`config.mk`:
```
export PLATFORM = sky130hd
export DESIGN_NAME = single_argmax_v
export DESIGN_NICKNAME = d
export VERILOG_FILES = /design/src/rtl/single_argmax_v.sv
export SDC_FILE = /design/constraint.sdc
export NUM_CORES = 1
export LEC_CHECK = 0
export BUFFER_PORTS_ARGS = -buffer_cell sky130_fd_sc_hd__buf_4
export CAP_MARGIN = 10
export CORE_MARGIN = 5
export CORE_UTILIZATION = 40
export CTS_BUF_LIST = sky130_fd_sc_hd__clkbuf_2 sky130_fd_sc_hd__clkbuf_4 sky130_fd_sc_hd__clkbuf_8
export DETAILED_ROUTE_END_ITERATION = 10
export GPL_TIMING_DRIVEN = 0
export PLACE_DENSITY = 0.7
export RECOVER_POWER = 100
export SETUP_SLACK_MARGIN = 0.2
export SYNTH_ARGS = -nofsm -noshare
export SYNTH_HDL_FRONTEND = slang
export SYNTH_SLANG_ARGS = --single-unit
export TNS_END_PERCENT = 20
```
`constraint.sdc`:
```
create_clock -name clk -period 16.15 [get_ports clk]
set_clock_uncertainty 0.15 [all_clocks]
set_input_delay 4.0375 -clock clk [delete_from_list [all_inputs] [get_ports clk]]
set_output_delay 4.0375 -clock clk [all_outputs]
set_load 0.01 [all_outputs]
```
`src/rtl/single_argmax_v.sv`:
```
// Sequential arg-max over a captured WIDTH-element IEEE-754 single vector.
// It compares one element per clock and reports the index and value of the largest element.
module single_argmax_v #(
  parameter int WIDTH   = 10,
  parameter int INDEX_W = (WIDTH > 1) ? $clog2(WIDTH) : 1
) (
  input  logic               clk,
  input  logic               rstn,
  input  logic               in_valid,
  input  logic [31:0]        vector_a [WIDTH],
  output logic               in_ready,
  output logic               out_valid,
  output logic [INDEX_W-1:0] out_index,
  output logic [31:0]        out_value
);

  typedef enum logic [1:0] {IDLE, SCAN, DONE} state_t;

  localparam logic [INDEX_W-1:0] LAST_IDX = INDEX_W'(WIDTH - 1);

  // Map a float onto an unsigned key.
  // Negative floats are inverted so that plain unsigned compare gives the total order.
  function automatic logic [31:0] order_key(input logic [31:0] x);
    return x[31] ? ~x : (x | 32'h8000_0000);
  endfunction

  function automatic logic is_nan(input logic [31:0] x);
    return (x[30:23] == 8'hFF) && (x[22:0] != 23'd0);
  endfunction

  state_t             state_q, state_d;
  logic [INDEX_W-1:0] ptr_q, ptr_d;
  logic [INDEX_W-1:0] best_idx_q, best_idx_d;
  logic [31:0]        best_val_q, best_val_d;
  logic               best_nan_q, best_nan_d;
  logic               out_valid_q, out_valid_d;
  logic [INDEX_W-1:0] out_index_q, out_index_d;
  logic [31:0]        out_value_q, out_value_d;
  logic [31:0]        buf_q [WIDTH];
  logic               capture;
  logic [31:0]        cand;
  logic               cand_wins;

  // While reset is held, the block is not ready, even though the state is IDLE.
  assign in_ready  = rstn && (state_q == IDLE);
  assign out_valid = out_valid_q;
  assign out_index = out_index_q;
  assign out_value = out_value_q;

  always_comb begin
    cand = 32'h0000_0000;
    for (int i = 0; i < WIDTH; i++) begin
      if (ptr_q == INDEX_W'(i)) cand = buf_q[i];
    end
  end

  // A NaN best value is held only while every element seen so far is NaN.
  // The first non-NaN element then replaces it, whatever its value.
  assign cand_wins = !is_nan(cand) &&
                     (best_nan_q || (order_key(cand) > order_key(best_val_q)));

  always_comb begin
    state_d     = state_q;
    ptr_d       = ptr_q;
    best_idx_d  = best_idx_q;
    best_val_d  = best_val_q;
    best_nan_d  = best_nan_q;
    out_valid_d = 1'b0;
    out_index_d = out_index_q;
    out_value_d = out_value_q;
    capture     = 1'b0;
    case (state_q)
      IDLE: begin
        if (in_valid && in_ready) begin
          capture    = 1'b1;
          best_idx_d = '0;
          best_val_d = vector_a[0];
          best_nan_d = is_nan(vector_a[0]);
          ptr_d      = INDEX_W'(1);
          state_d    = (WIDTH > 1) ? SCAN : DONE;
        end
      end
      SCAN: begin
        if (cand_wins) begin
          best_idx_d = ptr_q;
          best_val_d = cand;
          best_nan_d = 1'b0;
        end
        if (ptr_q == LAST_IDX) state_d = DONE;
        else                   ptr_d   = ptr_q + INDEX_W'(1);
      end
      DONE: begin
        out_valid_d = 1'b1;
        out_index_d = best_idx_q;
        out_value_d = best_val_q;
        ptr_d       = '0;
        state_d     = IDLE;
      end
      default: state_d = IDLE;
    endcase
  end

  always_ff @(posedge clk or negedge rstn) begin
    if (!rstn) begin
      state_q     <= IDLE;
      ptr_q       <= '0;
      best_idx_q  <= '0;
      best_val_q  <= 32'h0000_0000;
      best_nan_q  <= 1'b0;
      out_valid_q <= 1'b0;
      out_index_q <= '0;
      out_value_q <= 32'h0000_0000;
    end else begin
      state_q     <= state_d;
      ptr_q       <= ptr_d;
      best_idx_q  <= best_idx_d;
      best_val_q  <= best_val_d;
      best_nan_q  <= best_nan_d;
      out_valid_q <= out_valid_d;
      out_index_q <= out_index_d;
      out_value_q <= out_value_d;
    end
  end

  // The vector buffer carries no reset, because it is always written before it is read.
  always_ff @(posedge clk) begin
    if (capture) begin
      for (int i = 0; i < WIDTH; i++) buf_q[i] <= vector_a[i];
    end
  end

endmodule

```
======== Word level (Yosys, flattened, before mapping) ========
Memory sizes are Yosys's and may differ from the RTL's.
Cells that the tools add are included.
storage, ports and cells
  bits in registers ....................... 80
  memory bits (writable) .................. 320
  word-level logic and storage cells ...... 78
  memories ................................ 1
cells by class
  add/sub/neg operators ................... 1
  order comparisons ....................... 1
  equal/unequal tests ..................... 17
  mux-type cells .......................... 32
  bitwise logic cells ..................... 2
  reduce and logical (&&, ||, !) cells .... 16
memories
  memory  words  width  read ports  clocked after Yosys merged registers in  write ports  RTL line  RTL
  buf_q   10     32     10          0                                        10           39        logic [31:0] buf_q [WIDTH];
operators with widths
  kind                   number
  $mux W32               14
  $not A32 Y32           2
  $pmux W32 S2           1
  $reduce_bool A23 Y1    2
  $gt A32 B32 Y1         1
  $eq A4 B3 Y1 const B   4
  $eq A8 B8 Y1 const B   2
  $mux W4                4
  $pmux W4 S3            1
  $eq A4 B2 Y1 const B   2
  $eq A4 B4 Y1 const B   2
  $pmux W4 S2            1
  $mux W1                7
  $ne A2 B2 Y1 const B   3
  $reduce_and A3 Y1      2
  $logic_and A1 B1 Y1    5
  $add A4 B1 Y4 const B  1
  $eq A4 B1 Y1 const B   1
  $logic_not A4 Y1       1
  $mux W2                2
  $pmux W2 S2            1
  $reduce_bool A3 Y1     1
  $eq A2 B1 Y1 const B   1
  $eq A2 B2 Y1 const B   1
  7 further kinds        7

======== Depth between registers and ports, before layout ========
  depth in word-level cells ............... 18
  gate-level depth with buffers ........... 25
  gate-level depth less buffers ........... 19

======== Worst setup path after synthesis ========
Ideal clock, no wire load.
  path type ............................... input-to-reg
  start point ............................. in rstn
  end point ............................... reg ptr_q[2]
  arrival ................................. 12.060 ns
  data required time ...................... 15.917 ns
  setup slack ............................. 3.857 ns
  stages .................................. 8
  cell sequence ........................... and2_1 > nand2_1 > inv_1 > nor2_1 > a21o_1 > nor3_1 > a21oi_1 > o21ai_0
on the way
  longest elaborated chain between the ends .. 4
RTL lines
  item                         RTL line  RTL
  start: declaration           8         input logic rstn,
  $logic_and A1 B1 Y1          45        assign in_ready = rstn && (state_q == IDLE);
  $logic_and A1 B1 Y1          74        if (in_valid && in_ready) begin
  $ne A2 B1 Y1 (no line)       -
  $reduce_and A3 Y1 (no line)  -
  end signal: assignment       115       ptr_q <= ptr_d;
  end: declaration             32        logic [INDEX_W-1:0] ptr_q, ptr_d;
Every way passes these cells.
A chain may end at the register's enable or synchronous reset.

======== Worst setup path in the final report ========
  start point ............................. in rstn
  end point ............................... out in_ready
on the way
  longest elaborated chain between the ends .. 1
RTL lines
  item                 RTL line  RTL
  $logic_and A1 B1 Y1  45
  end: declaration     11        output logic in_ready,
Every way passes these cells.

==> flow_metrics.env <==
export IMPL_run_status="finished, violations left"
export IMPL_violations="capacitance limit, slew limit"
export IMPL_htreeDepth=3
export IMPL_crit_path_cell_trace="clkbuf_1 > and2_0 > clkbuf_1"
export IMPL_rsz0062_at_grt="false"
export IMPL_viasPerCell=5.68
export IMPL_synth_edf_count=320
export IMPL_cellLeakagePower_nw=8.20
export IMPL_dr_pass1_iters=7
export IMPL_num_vias=13489
export IMPL_antenna_found_initial=25
export IMPL_postRouteAntennaNets=0
export IMPL_dp_hpwl_um=47600
export IMPL_drc=0
export IMPL_die_area_sq_mm=0.0489
export IMPL_final_cell_mix="edfxtp_1, clkbuf_4, clkbuf_1"
export IMPL_globalplace_congestion=0.868
export IMPL_ys_async_sr_fraction=0.200
export IMPL_cp_slowest_cell="clkbuf_1"
export IMPL_insertion_delay_ns=0.65
export IMPL_cp_required_ns=11.96
export IMPL_slew_viol_final=93
export IMPL_clk_path_buf_depth=3
export IMPL_syn_nets=1638
export IMPL_cp_end_kind="output pin"
export IMPL_dr_first_iter_drc_count=1451
export IMPL_critical_path_max_fanout=81
export IMPL_grt_start_max_net_pins=116
export IMPL_p_per_area_mw_per_mm2=185
export IMPL_start_util=0.404
export IMPL_design_core_area_sq_mm=0.0441
export IMPL_layout_commonest_cell="edfxtp_1"
export IMPL_synthCells=1274
export IMPL_hp_class="reg -> reg"
export IMPL_fp_row_count=77
export IMPL_yosysUniqueCellTypes=65
export IMPL_ctsResizeCount=0
export IMPL_fin_crit_ns=12.12
export IMPL_cts_hold_buffers=0
export IMPL_grt_util_all_layers=0.255
export IMPL_fin_crit_sh=0.750
export IMPL_critPathLaunchType="input port"
export IMPL_grt_pass1_wl_um=92500
export IMPL_cts_setup_buffers=0
export IMPL_dieHeight_um=221
export IMPL_cts_buffers=73
export IMPL_overflow=0
export IMPL_path_class="in -> out"
export IMPL_clk_pin_slew_ns=0.06
export IMPL_slew_limit_headroom=-2.10
export IMPL_critical_path_max_stage_delay_ns=3.20
export IMPL_worstPathBufferInverterCount=2
export IMPL_fin_nets=2077
export IMPL_ys_flop_type="edfxtp_1"
export IMPL_numPortBuffers=360
export IMPL_io_pins=361
export IMPL_die_x_um=221
export IMPL_max_cap_violations=2
export IMPL_arrival_ns=7.93
export IMPL_finalPower_mw=4.11
export IMPL_cts_root_buffer="clkbuf_8"
export IMPL_synth_area_sq_mm=0.0178
export IMPL_synth_seq_cells=400
export IMPL_ys_warn_count=0
export IMPL_max_freq_ghz=0.0825
export IMPL_ir_drop_mv=0.0970
export IMPL_tritoncts="done"
export IMPL_clock_sinks=400
export IMPL_syn_area_per_cell_sq_um=14.0
export IMPL_crit_top_cell="clkbuf_1"
export IMPL_yosysSeqAreaShare=0.651
export IMPL_setup_viol=0
export IMPL_drt_total_wl_um=64000
export IMPL_wire_per_inst_um=27.0
export IMPL_grt_pass1_vias=13841
export IMPL_syn_to_final_growth_pct=24.3
export IMPL_critPathTopFamily="buffers and inverters"
export IMPL_utilization=0.502
export IMPL_drive_gt1_frac=0.252
export IMPL_worstMarginPinSlew_ns=4.65
export IMPL_final_hold_violation_count=0
==> worst paths after layout <==
| kind | endpoint | slack [ns] | cells after the start | start |
|---|---|---|---|---|
| worst max register to register | best_val_q[1]$_DFFE_PN0P_ | 7.93 | 22 | ptr_q[0]$_DFFE_PN0P_ |
| worst max-delay path | in_ready | 4.03 | 3 | rstn |
| min in group asynchronous | out_index[2]$_DFFE_PN0P_ | 4.90 | 1 | rstn |
| max in group asynchronous | best_val_q[10]$_DFFE_PN0P_ | 8.33 | 1 | rstn |
| worst min register to register | best_nan_q$_DFFE_PN0P_ | 0.33 | 1 | best_nan_q$_DFFE_PN0P_ |
| worst min-delay path | best_nan_q$_DFFE_PN0P_ | 0.33 | 1 | best_nan_q$_DFFE_PN0P_ |
==> registers in the layout, summed over array words and instances (netlist names) <==
name and cells:
out_valid 1, best_val_q 32, out_value 32, best_nan_q 1, ptr_q 4, out_index 4, best_idx_q 4, buf_q 320
state_q 2
==> routing by layer <==
metal,up-vias,wire length [um],GRT usage
li1,5858,-,-
met1,6619,24800,0.327
met2,820,30100,0.408
met3,168,6370,0.0770
met4,24,2660,0.101
met5,-,157,0
==> stage by stage <==
| step | TNS, ns | instances | cell area (sq um) | hold WS [ns] | setup WS [ns] |
|---|---|---|---|---|---|
| 2_1_floorplan | 0 | 1274 | 17800 | 0.322 | 3.86 |
| 6_report | 0 | 2375 | 22200 | 0.332 | 4.03 |
| 4_1_cts | 0 | 2359 | 22700 | 0.351 | 6.58 |
| 5_1_grt | 0 | 2371 | 22200 | 0.355 | 3.29 |
| 3_3_place_gp | -4.06 | 2226 | 21300 | 0.337 | -0.201 |
| 3_5_place_dp | 0 | 2229 | 21300 | 0.334 | 6.58 |
==> synth_stat cells, types with 25 or more instances <==
cell / number / area share
nand2_1: 47 / 0.0099
xnor2_1: 33 / 0.016
edfxtp_1: 320 / 0.54
mux2_4: 25 / 0.021
inv_1: 53 / 0.011
xor2_1: 29 / 0.014
dfrtp_1: 80 / 0.11
a21oi_1: 117 / 0.033
o22ai_1: 31 / 0.011
a221oi_1: 44 / 0.022
ha_1: 41 / 0.029
o21ai_0: 42 / 0.012
nor2_1: 33 / 0.0069
mux2_2: 72 / 0.045
clkbuf_1: 68 / 0.014
==> area by class of cell <==
| cell class | instances | area, sq um |
|---|---|---|
| buffer | 91 | 372 |
| timing repair buffer | 364 | 2280 |
| clock inverter | 30 | 153 |
| fill | 4029 | 22000 |
| multi-input combinational | 730 | 5520 |
| tap | 592 | 741 |
| sequential | 400 | 11600 |
| antenna | 15 | 37.5 |
| clock buffer | 100 | 1240 |
| inverter | 53 | 206 |
==> power by group <==
part	switching, mW	total (mW)	internal [mW]	leakage (nW)
Combinational	1.04	1.74	0.699	3.55
Sequential	0.109	1.43	1.32	3.92
Clock	0.435	0.936	0.501	0.737
Total	1.59	4.11	2.52	8.20
==> cells by family (layout without fill, tap and decap cells) <==
group           after synthesis  count (layout)  share of synthesized area
flops                       400             400                      0.651
compound gates              345             345                      0.132
simple gates                180             180                     0.0544
buf+inv                     144             638                     0.0333
mux                         102             102                     0.0694
xor+xnor                     62              62                     0.0305
fa+ha+maj                    41              41                     0.0288
other cells                   0              15                          0
(Power assumes the default switching activity.)
